$ cat config.mk
export PLATFORM = sky130hd
export DESIGN_NAME = ring_pos_to_remote_packer
export DESIGN_NICKNAME = d
export VERILOG_FILES = /design/src/rtl/ring_pos_to_remote_packer.sv
export SDC_FILE = /design/constraint.sdc
export NUM_CORES = 2
export LEC_CHECK = 0
export ABC_AREA = 0
export BUFFER_PORTS_ARGS = -buffer_cell sky130_fd_sc_hd__buf_2
export CAP_MARGIN = 20
export CORE_MARGIN = 2
export CORE_UTILIZATION = 60
export CTS_CLUSTER_DIAMETER = 200
export DETAILED_ROUTE_END_ITERATION = 8
export PLACE_DENSITY = 0.78
export SLEW_MARGIN = 15
export SYNTH_ARGS = -nofsm -noshare
export SYNTH_HDL_FRONTEND = slang
export SYNTH_MEMORY_MAX_BITS = 65536
export SYNTH_SLANG_ARGS = --single-unit
$ cat constraint.sdc
create_clock -name clk -period 50.1 [get_ports clk]
set_input_delay 5.01 -clock clk [delete_from_list [all_inputs] [get_ports clk]]
set_output_delay 5.01 -clock clk [all_outputs]
set_load 0.02 [all_outputs]
$ cat src/rtl/ring_pos_to_remote_packer.sv
// Packs ring to-remote packets 4 per 512-bit AXI-Stream beat, then flushes a partial beat and sends an all-ones tlast terminator.
// Latency: beat valid the cycle after its 4th packet; partial beats flush after FLUSH_TIMEOUT idle cycles; registered back pressure from FIFO fill.
module ring_pos_to_remote_packer #(
  parameter int OFFSET_PKT_STRUCT_WIDTH = 80,
  parameter int GLOBAL_CELL_ID_WIDTH    = 3,
  parameter int NB_CELL_COUNT_WIDTH     = 5,
  parameter int AXIS_TDATA_WIDTH        = 512,
  parameter int OUT_FIFO_DEPTH          = 8,
  parameter int FLUSH_TIMEOUT           = 16
) (
  input  logic                                  clk,
  input  logic                                  rst,
  input  logic [OFFSET_PKT_STRUCT_WIDTH-1:0]    i_offset_pkt,
  input  logic [3*GLOBAL_CELL_ID_WIDTH-1:0]     i_gcid,
  input  logic [NB_CELL_COUNT_WIDTH-1:0]        i_lifetime,
  input  logic                                  i_valid,
  input  logic                                  i_iter_start,
  input  logic                                  i_iter_done,
  output logic                                  o_back_pressure,
  output logic [AXIS_TDATA_WIDTH-1:0]           o_tdata,
  output logic                                  o_tvalid,
  input  logic                                  i_tready,
  output logic                                  o_tlast,
  output logic                                  o_last_transfer_sent,
  output logic                                  o_overflow
);
  localparam int SLOT_W = AXIS_TDATA_WIDTH / 4;
  localparam int GCID_W = 3 * GLOBAL_CELL_ID_WIDTH;
  localparam int PAY_W  = OFFSET_PKT_STRUCT_WIDTH + GCID_W + NB_CELL_COUNT_WIDTH;
  localparam int PTR_W  = $clog2(OUT_FIFO_DEPTH);
  localparam int CNT_W  = PTR_W + 1;
  localparam int TMR_W  = $clog2(FLUSH_TIMEOUT + 1);

  typedef struct packed {
    logic [SLOT_W-PAY_W-1:0]           zero;
    logic [NB_CELL_COUNT_WIDTH-1:0]    lifetime;
    logic [GCID_W-1:0]                 gcid;
    logic [OFFSET_PKT_STRUCT_WIDTH-1:0] pkt;
  } slot_t;

  typedef enum logic [1:0] {S_ACCUM, S_FLUSH, S_TERM, S_DONE} state_t;

  state_t                      r_state, w_state_nxt;
  slot_t                       r_slot [3];
  logic [1:0]                  r_cnt, w_cnt_nxt;
  logic [TMR_W-1:0]            r_tmr, w_tmr_nxt;
  logic [AXIS_TDATA_WIDTH-1:0] r_mem_dat [OUT_FIFO_DEPTH];
  logic                        r_mem_last [OUT_FIFO_DEPTH];
  logic [PTR_W-1:0]            r_wr_ptr, r_rd_ptr;
  logic [CNT_W-1:0]            r_count, w_count_nxt;
  logic                        r_bp, r_overflow;

  slot_t                       w_slot_new;
  logic [AXIS_TDATA_WIDTH-1:0] w_partial, w_full_beat, w_push_dat;
  logic                        w_empty, w_full, w_pop, w_can_push;
  logic                        w_push, w_push_last, w_slot_wr, w_ovf_set;

  always_comb begin
    w_slot_new          = '0;
    w_slot_new.lifetime = i_lifetime;
    w_slot_new.gcid     = i_gcid;
    w_slot_new.pkt      = i_offset_pkt;
  end

  // Unfilled slots read as all ones so the far end can skip them.
  always_comb begin
    w_partial = '1;
    for (int k = 0; k < 3; k++)
      if (k < int'(r_cnt)) w_partial[k*SLOT_W +: SLOT_W] = r_slot[k];
  end

  assign w_full_beat = {w_slot_new, r_slot[2], r_slot[1], r_slot[0]};
  assign w_empty     = (r_count == '0);
  assign w_full      = (r_count == CNT_W'(OUT_FIFO_DEPTH));
  assign w_pop       = !w_empty && i_tready;
  assign w_can_push  = !w_full || w_pop;

  always_comb begin
    w_state_nxt = r_state;
    w_push      = 1'b0;
    w_push_dat  = w_partial;
    w_push_last = 1'b0;
    w_slot_wr   = 1'b0;
    w_cnt_nxt   = r_cnt;
    w_tmr_nxt   = r_tmr;
    w_ovf_set   = 1'b0;
    case (r_state)
      S_ACCUM: begin
        if (i_valid) begin
          w_tmr_nxt = '0;
          if (r_cnt == 2'd3) begin
            w_cnt_nxt  = '0;
            w_push_dat = w_full_beat;
            w_push     = w_can_push;
            w_ovf_set  = !w_can_push;
          end else begin
            w_slot_wr = 1'b1;
            w_cnt_nxt = r_cnt + 2'd1;
          end
        end else if (r_cnt != '0) begin
          if (r_tmr >= TMR_W'(FLUSH_TIMEOUT - 1)) begin
            if (w_can_push) begin
              w_push    = 1'b1;
              w_cnt_nxt = '0;
              w_tmr_nxt = '0;
            end else begin
              w_tmr_nxt = TMR_W'(FLUSH_TIMEOUT);
            end
          end else begin
            w_tmr_nxt = r_tmr + TMR_W'(1);
          end
        end
        if (i_iter_done) w_state_nxt = S_FLUSH;
      end
      S_FLUSH: begin
        w_tmr_nxt = '0;
        if (r_cnt == '0) begin
          w_state_nxt = S_TERM;
        end else if (w_can_push) begin
          w_push      = 1'b1;
          w_cnt_nxt   = '0;
          w_state_nxt = S_TERM;
        end
      end
      S_TERM: begin
        if (w_can_push) begin
          w_push      = 1'b1;
          w_push_dat  = '1;
          w_push_last = 1'b1;
          w_state_nxt = S_DONE;
        end
      end
      default: begin
        if (i_iter_start) w_state_nxt = S_ACCUM;
      end
    endcase
  end

  assign w_count_nxt = r_count + CNT_W'(w_push) - CNT_W'(w_pop);

  always_ff @(posedge clk) begin
    if (rst) begin
      r_state    <= S_ACCUM;
      r_cnt      <= '0;
      r_tmr      <= '0;
      r_wr_ptr   <= '0;
      r_rd_ptr   <= '0;
      r_count    <= '0;
      r_bp       <= 1'b0;
      r_overflow <= 1'b0;
    end else begin
      r_state    <= w_state_nxt;
      r_cnt      <= w_cnt_nxt;
      r_tmr      <= w_tmr_nxt;
      r_count    <= w_count_nxt;
      r_bp       <= (w_count_nxt >= CNT_W'(OUT_FIFO_DEPTH - 2));
      r_overflow <= r_overflow | w_ovf_set;
      if (w_push) r_wr_ptr <= r_wr_ptr + PTR_W'(1);
      if (w_pop)  r_rd_ptr <= r_rd_ptr + PTR_W'(1);
    end
  end

  always_ff @(posedge clk) begin
    if (!rst && w_push) begin
      r_mem_dat[r_wr_ptr]  <= w_push_dat;
      r_mem_last[r_wr_ptr] <= w_push_last;
    end
    if (!rst && w_slot_wr) r_slot[r_cnt] <= w_slot_new;
  end

  assign o_tvalid             = !w_empty;
  assign o_tdata              = w_empty ? '1 : r_mem_dat[r_rd_ptr];
  assign o_tlast              = !w_empty && r_mem_last[r_rd_ptr];
  assign o_last_transfer_sent = w_pop && r_mem_last[r_rd_ptr];
  assign o_back_pressure      = r_bp;
  assign o_overflow           = r_overflow;
endmodule

=== Yosys cells after proc, flatten, opt, wreduce, memory -nomap -nowiden ===
Memory sizes are Yosys's and may differ from the RTL's. A register that Yosys moved wholly into a read port is not among the register bits.
Cells that the tools add are included.

* Muxes and demuxes: 48
* Reductions and logical operators: 19
* Magnitude comparators: 5
* Bitwise logic cells: 1
* Add/sub/neg operators: 6
* Eq/ne operators: 10

{| class="wikitable"
|+ Operator list
! kind !! count
|-
| 2-to-1 mux 512 bit || 3
|-
| one-hot mux 512 bit (2 select lines) || 1
|-
| 2-to-1 mux 128 bit || 3
|-
| 2-to-1 mux 384 bit || 1
|-
| 2-to-1 mux 2 bit || 11
|-
| 2-to-1 mux 5 bit || 4
|-
| 2-to-1 mux 1 bit || 17
|-
| 2-to-1 mux 3 bit || 4
|-
| one-hot mux 5 bit (2 select lines) || 1
|-
| inequality test 3 bit (second input constant) || 3
|-
| AND reduction 4 bit || 2
|-
| adder 3 x 1 -> 3 bit (second input constant) || 2
|-
| inequality test 2 bit (second input constant) || 3
|-
| one-hot mux 2 bit (3 select lines) || 1
|-
| adder 5 x 1 -> 5 bit (second input constant) || 1
|-
| greater-or-equal comparator 5 x 4 -> 1 bit (second input constant) || 1
|-
| logical AND 1 bit || 5
|-
| adder 4 x 1 -> 4 bit || 1
|-
| == test 2 bit (second input constant) || 2
|-
| == test 4 bit (second input constant) || 1
|-
| greater-or-equal comparator 4 x 3 -> 1 bit (second input constant) || 1
|-
| zero test 1 bit || 4
|-
| zero test 2 bit || 2
|-
| zero test 4 bit || 1
|-
| other kinds (12) || 14
|}

* Input bits: 100
* Memories: 3
* Word-level logic and storage cells: 100
* Register bits: 21
* Output and inout bits: 517
* RAM bits: 4386

{| class="wikitable"
|+ Memory list
! memory !! depth !! bits a word !! read ports !! clocked after Yosys merged registers in !! wr ports !! RTL line !! text
|-
| r_mem_dat || 8 || 512 || 1 || 1 || 1 || 47 || <nowiki>logic [AXIS_TDATA_WIDTH-1:0] r_mem_dat [OUT_FIFO_DEPTH];</nowiki>
|-
| r_slot || 3 || 94 || 3 || 0 || 1 || 44 || <nowiki>slot_t r_slot [3];</nowiki>
|-
| r_mem_last || 8 || 1 || 1 || 1 || 1 || 48 || <nowiki>logic r_mem_last [OUT_FIFO_DEPTH];</nowiki>
|}

=== Logic depth before layout (Yosys ltp) ===
* Depth in word-level cells: 12
* Depth in mapped cells: 15
* Mapped depth without buffers: 14

=== Worst setup path after synthesis ===
Ideal clock, no wire load.

* Kind: input to register
* From: input port i_tready
* To: memory r_mem_dat[2][0], enable pin
* Buffers on the path: 1
* Stages: 5
* Setup time: 2056 ps
* Path slack: 6624 ps
* Required time: 48044 ps
* Arrival time: 41419 ps
* Cells stage by stage: and2b_1 nor2_4 a311o_1 buf_2 nor4_1

* Word-level cells in the longest chain between the ends: 10
* Elaborated cells between the ends (all ways): 12
* Classes of those cells: 9 x mux; 3 x reduce/logical

{| class="wikitable"
|+ Ends and longest elaborated chain
! element !! RTL line !! text
|-
| from (decl) || 22 || <nowiki>input logic i_tready,</nowiki>
|-
| logical AND 1 bit (*) || 75 || <nowiki>assign w_pop = !w_empty && i_tready;</nowiki>
|-
| logical OR 1 bit (*) || 76 || <nowiki>assign w_can_push = !w_full || w_pop;</nowiki>
|-
| 2-to-1 mux 1 bit || 102, 119, 126 ||
|-
| 2-to-1 mux 1 bit || 101 || <nowiki>if (r_tmr >= TMR_W'(FLUSH_TIMEOUT - 1)) begin</nowiki>
|-
| 2-to-1 mux 1 bit || 100 || <nowiki>end else if (r_cnt != '0) begin</nowiki>
|-
| 2-to-1 mux 1 bit || 89 || <nowiki>if (i_valid) begin</nowiki>
|-
| one-hot mux 1 bit (3 select lines) (*) || 87 || <nowiki>case (r_state)</nowiki>
|-
| logical AND 1 bit (*) || 164 || <nowiki>if (!rst && w_push) begin</nowiki>
|-
| 2-to-1 mux 1 bit (*) || 164 ||
|-
| 2-to-1 mux 1 bit (not written as such) (*) || 165 || <nowiki>r_mem_dat[r_wr_ptr] <= w_push_dat;</nowiki>
|-
| to (decl) || 47 ||
|}

Mark *: on every way between the ends. The rest lies on a longest branch, timed or not.

==> metrics.md <==
| Metric | Value |
|---|---|
| Max_slew headroom | `0.229` |
| CTS clk-pin slew, worst paths | `60 ps` |
| Final period utilization | `0.223` |
| Ys async rst share | `0` |
| Pwr/cell area | `51.9 nW/um^2` |
| Initial DRC Count | `8077` |
| Starting Density | `0.602` |
| Setup bufs post-CTS | `0` |
| PnR Total Power | `approximately 7.5 mW` |
| Min-delay worst type | `flip-flop to flip-flop` |
| Mapped cell area | `129000 um^2` |
| Dpl hpwl | `163000 um` |
| Final setup vio count | `0` |
| Synth area leader | `edfxtp_1` |
| Hold slack | `approximately 490 ps` |
| Clock power frac | `0.319` |
| Die extent in y | `468 um` |
| EDFF count, synth | `between 3000 and 4000` |
| I/O pin count | `617` |
| Core area | `214000 um^2` |
| Crit-path max FO | `62` |
| Synth cell types | `53` |
| DR vias/cell | `6.46` |
| Synth Instances | `5854` |
| Vias in the first global route | `61931` |
| Run status | `finished clean` |
| Final #Nets | `approximately 6600` |
| Post-synth net total | `about 6000` |
| Comb pwr share | `0.246` |
| 1st-pass router iterations | `6` |
| Maximum clock frequency | `0.0893 GHz` |
| Arr. time, crit path | `between 6000 and 7000 ps` |
| GR Util All Layers | `0.280` |
| Yosys warns | `0` |
| CTS buffer count | `between 300 and 400` |
| DP Area | `about 130000 um^2` |
| GRT overflow | `0` |
| Final WS setup | `38910 ps` |
| GR peak layer | `met2` |
| Vias | `roughly 62000` |
| Slew @ Worst Pin | `~1200 ps` |
| CTS hold repair buffers | `0` |
| Fillers | `12861` |
| Longest Clk Path Bufs | `4` |
| Top_reg_cell synth | `edfxtp_1` |
| Setup Skew | `80.2 ps` |
| Root buffer cell | `clkbuf_16` |
| Setup crit start kind | `flip-flop` |
| Worst skew pair latency | `between 900 and 1000 ps` |
| Slew Limit Fails | `0` |
| Routed Antenna Nets | `0` |
| Clock tree from TritonCTS | `done` |
| Hold Violations, Final | `0` |
| Pint | `roughly 5.3 mW` |
| DRC violation count after routing | `0` |
| Sequential power share | `0.434` |
| Fin crit period | `11190 ps` |
| Lkg Pwr | `46.1 nW` |
| Register bit total from synthesis | `3354` |
| Post-CTS Resized | `0` |
| WS Path Type | `flip-flop to output port` |
| Data required, critical path | `about 45000 ps` |
| Die X | `468 um` |
| Met1 Track Usage GR | `0.387` |
| Share of layout cells above drive strength 1 | `0.317` |
| Sequential area share after synthesis | `0.779` |
| Top cell type's share of synthesized area | `0.776` |
| RSZ-0062 raised after global routing | `no` |
| Clk sinks | `3354` |
| Worst VDD drop | `39.9 uV` |
| Htree depth | `5` |
| Met2 Usage GRT | `0.432` |
| Area grow syn2layout | `12.1%` |
| Worst slack, placed | `39550 ps` |
| Global-route wire length before repair | `about 440000 um` |
| Switch Pwr | `2.23 mW` |
| Routed WL | `308000 um` |
| I/O Buffers | `616` |
| Reg2Reg Depth | `9` |
| Hold Startpoint | `r_tmr[4]$_SDFFE_PP0P_` |
| Endpoint class of the critical path | `output port` |
| Sw Ratio | `0.298` |
| RePlAce Congestion | `0.770` |
| Initial antenna violation count | `between 50 and 60` |
| WL/cell | `about 32 um` |
| Reg2reg setup slack | `44060 ps` |
| Worst hold stages | `2` |
| Number of max-cap violations | `0` |
| Reg-to-reg startpoint | `r_state[0]$_SDFFE_PP0P_` |
| Synth Area per Inst | `22.0 um^2` |
| Cell area after layout | `144000 um^2` |
| Row cnt | `170` |
| Pin count of the biggest net entering global routing | `133` |
| Area contributors post-synth | `edfxtp_1 78%, mux4_2 13%, mux2i_1 3.0%` |
| Setup TNS | `0 ps` |
| Met3 usage in global routing | `0.0765` |
| Total die area | `219000 um^2` |
==> path summary, 6_finish.rpt <==
check | endpoint
max reg2reg | r_mem_dat[5][165]$_DFFE_PP_
max | o_tdata[510]
min | r_tmr[4]$_SDFFE_PP0P_
min reg2reg | r_tmr[4]$_SDFFE_PP0P_
==> stage by stage <==
| stage | utilization | std cells |
|---|---|---|
| floorplan | - | 5854 |
| global placement | 0.625 | 8964 |
| detailed placement | 0.625 | 8964 |
| CTS | 0.674 | 9551 |
| global route | 0.674 | 9559 |
| finish | 0.675 | 9581 |
==> power groups by stage <==
stage	Sequential, mW	Clock (mW)	Combinational, mW
4_1_cts	3.26	2.42	1.86
2_1_floorplan	3.38	0	1.31
3_3_place_gp	3.31	0	1.83
6_report	3.26	2.39	1.85
3_5_place_dp	3.32	0	1.84
5_1_grt	3.26	2.52	1.96
==> critical path, stage by stage (launching register included) <==
cell and delay (ps):
dfxtp_4 980, buf_4 690, buf_4 760, buf_4 810, mux4_2 410, mux2i_1 440
nand2_1 570, buf_2 370
==> sequential cells by signal, indices dropped and copies added, names as in the netlist, named ones only <==
| register | cells |
|---|---|
| o_overflow | 1 |
| r_count | 4 |
| r_wr_ptr | 3 |
| r_mem_last | 8 |
| r_rd_ptr | 3 |
| r_cnt | 2 |
| r_mem_dat | 3040 |
| o_back_pressure | 1 |
| r_state | 2 |
| r_tmr | 5 |
| r_slot | 282 |
==> cell families (layout without fill, tap and decap cells) <==
logic type               Yosys count  in the layout  share of synthesized area
AO/OA/AOI/OAI                     32             32                    0.00175
XOR/XNOR                           4              4                   0.000272
adder cells (fa/ha/maj)           19             19                    0.00190
buffers and inverters            464           1326                     0.0211
flip-flops                      3354           3354                      0.779
multiplexers                    1146           1146                      0.163
other                              0             27                          0
AND/OR/NAND/NOR                  835            835                     0.0327
==> cell type report <==
type | count | area [um^2] | area share
multi-input cells | 2036 | 25800 | 0.179
clock inverters | 164 | 1490 | 0.0103
repair buffers | 721 | 4100 | 0.0284
inverters | 18 | 67.6 | 0.000468
well taps | 2838 | 3550 | 0.0246
flip-flops and latches | 3354 | 100000 | 0.696
diodes | 27 | 67.6 | 0.000468
clock buffers | 423 | 8880 | 0.0615
==> metal layers <==
metal / routed length [um] / up-vias
met5: 28 / -
met4: 11500 / 4
met3: 34100 / 494
met2: 148000 / 3622
met1: 114000 / 32733
li1: - / 25040
==> synthesized netlist by cell type (2+ instances only) <==
library cell,number
nor4_1,5
buf_1,23
buf_2,102
mux4_2,762
and2b_1,2
a21oi_1,9
xor2_1,3
buf_4,156
inv_1,18
nor2b_1,3
and2_1,4
o211ai_1,3
clkbuf_1,129
mux2_2,2
dfxtp_1,24
nand3b_1,4
a211oi_1,3
nand2_1,388
and3_1,4
edfxtp_1,3330
buf_6,36
a31oi_1,2
or3_1,96
ha_1,18
or2_2,179
nor3_1,8
or3b_2,2
o21ai_0,5
mux2i_1,382
nand3_1,3
nor2_1,18
nand2b_1,6
or2_1,105
==> cell usage in the layout, fill, tap and decap left out, drive strengths merged, types with 4 or more instances in the layout <==
| master | netlist | layout |
|---|---|---|
| a21oi | 10 | 10 |
| and2 | 4 | 4 |
| and3 | 4 | 4 |
| buf | 317 | 721 |
| bufinv | 0 | 26 |
| clkbuf | 129 | 423 |
| clkinv | 0 | 118 |
| clkinvlp | 0 | 9 |
| dfxtp | 24 | 24 |
| diode | 0 | 27 |
| edfxtp | 3330 | 3330 |
| ha | 18 | 18 |
| inv | 18 | 29 |
| mux2i | 382 | 382 |
| mux4 | 762 | 762 |
| nand2 | 389 | 389 |
| nand2b | 6 | 6 |
| nand3b | 4 | 4 |
| nor2 | 19 | 19 |
| nor3 | 8 | 8 |
| nor4 | 5 | 5 |
| o21ai | 6 | 6 |
| or2 | 284 | 284 |
| or3 | 96 | 96 |
Power figures use the tool's default switching activity.
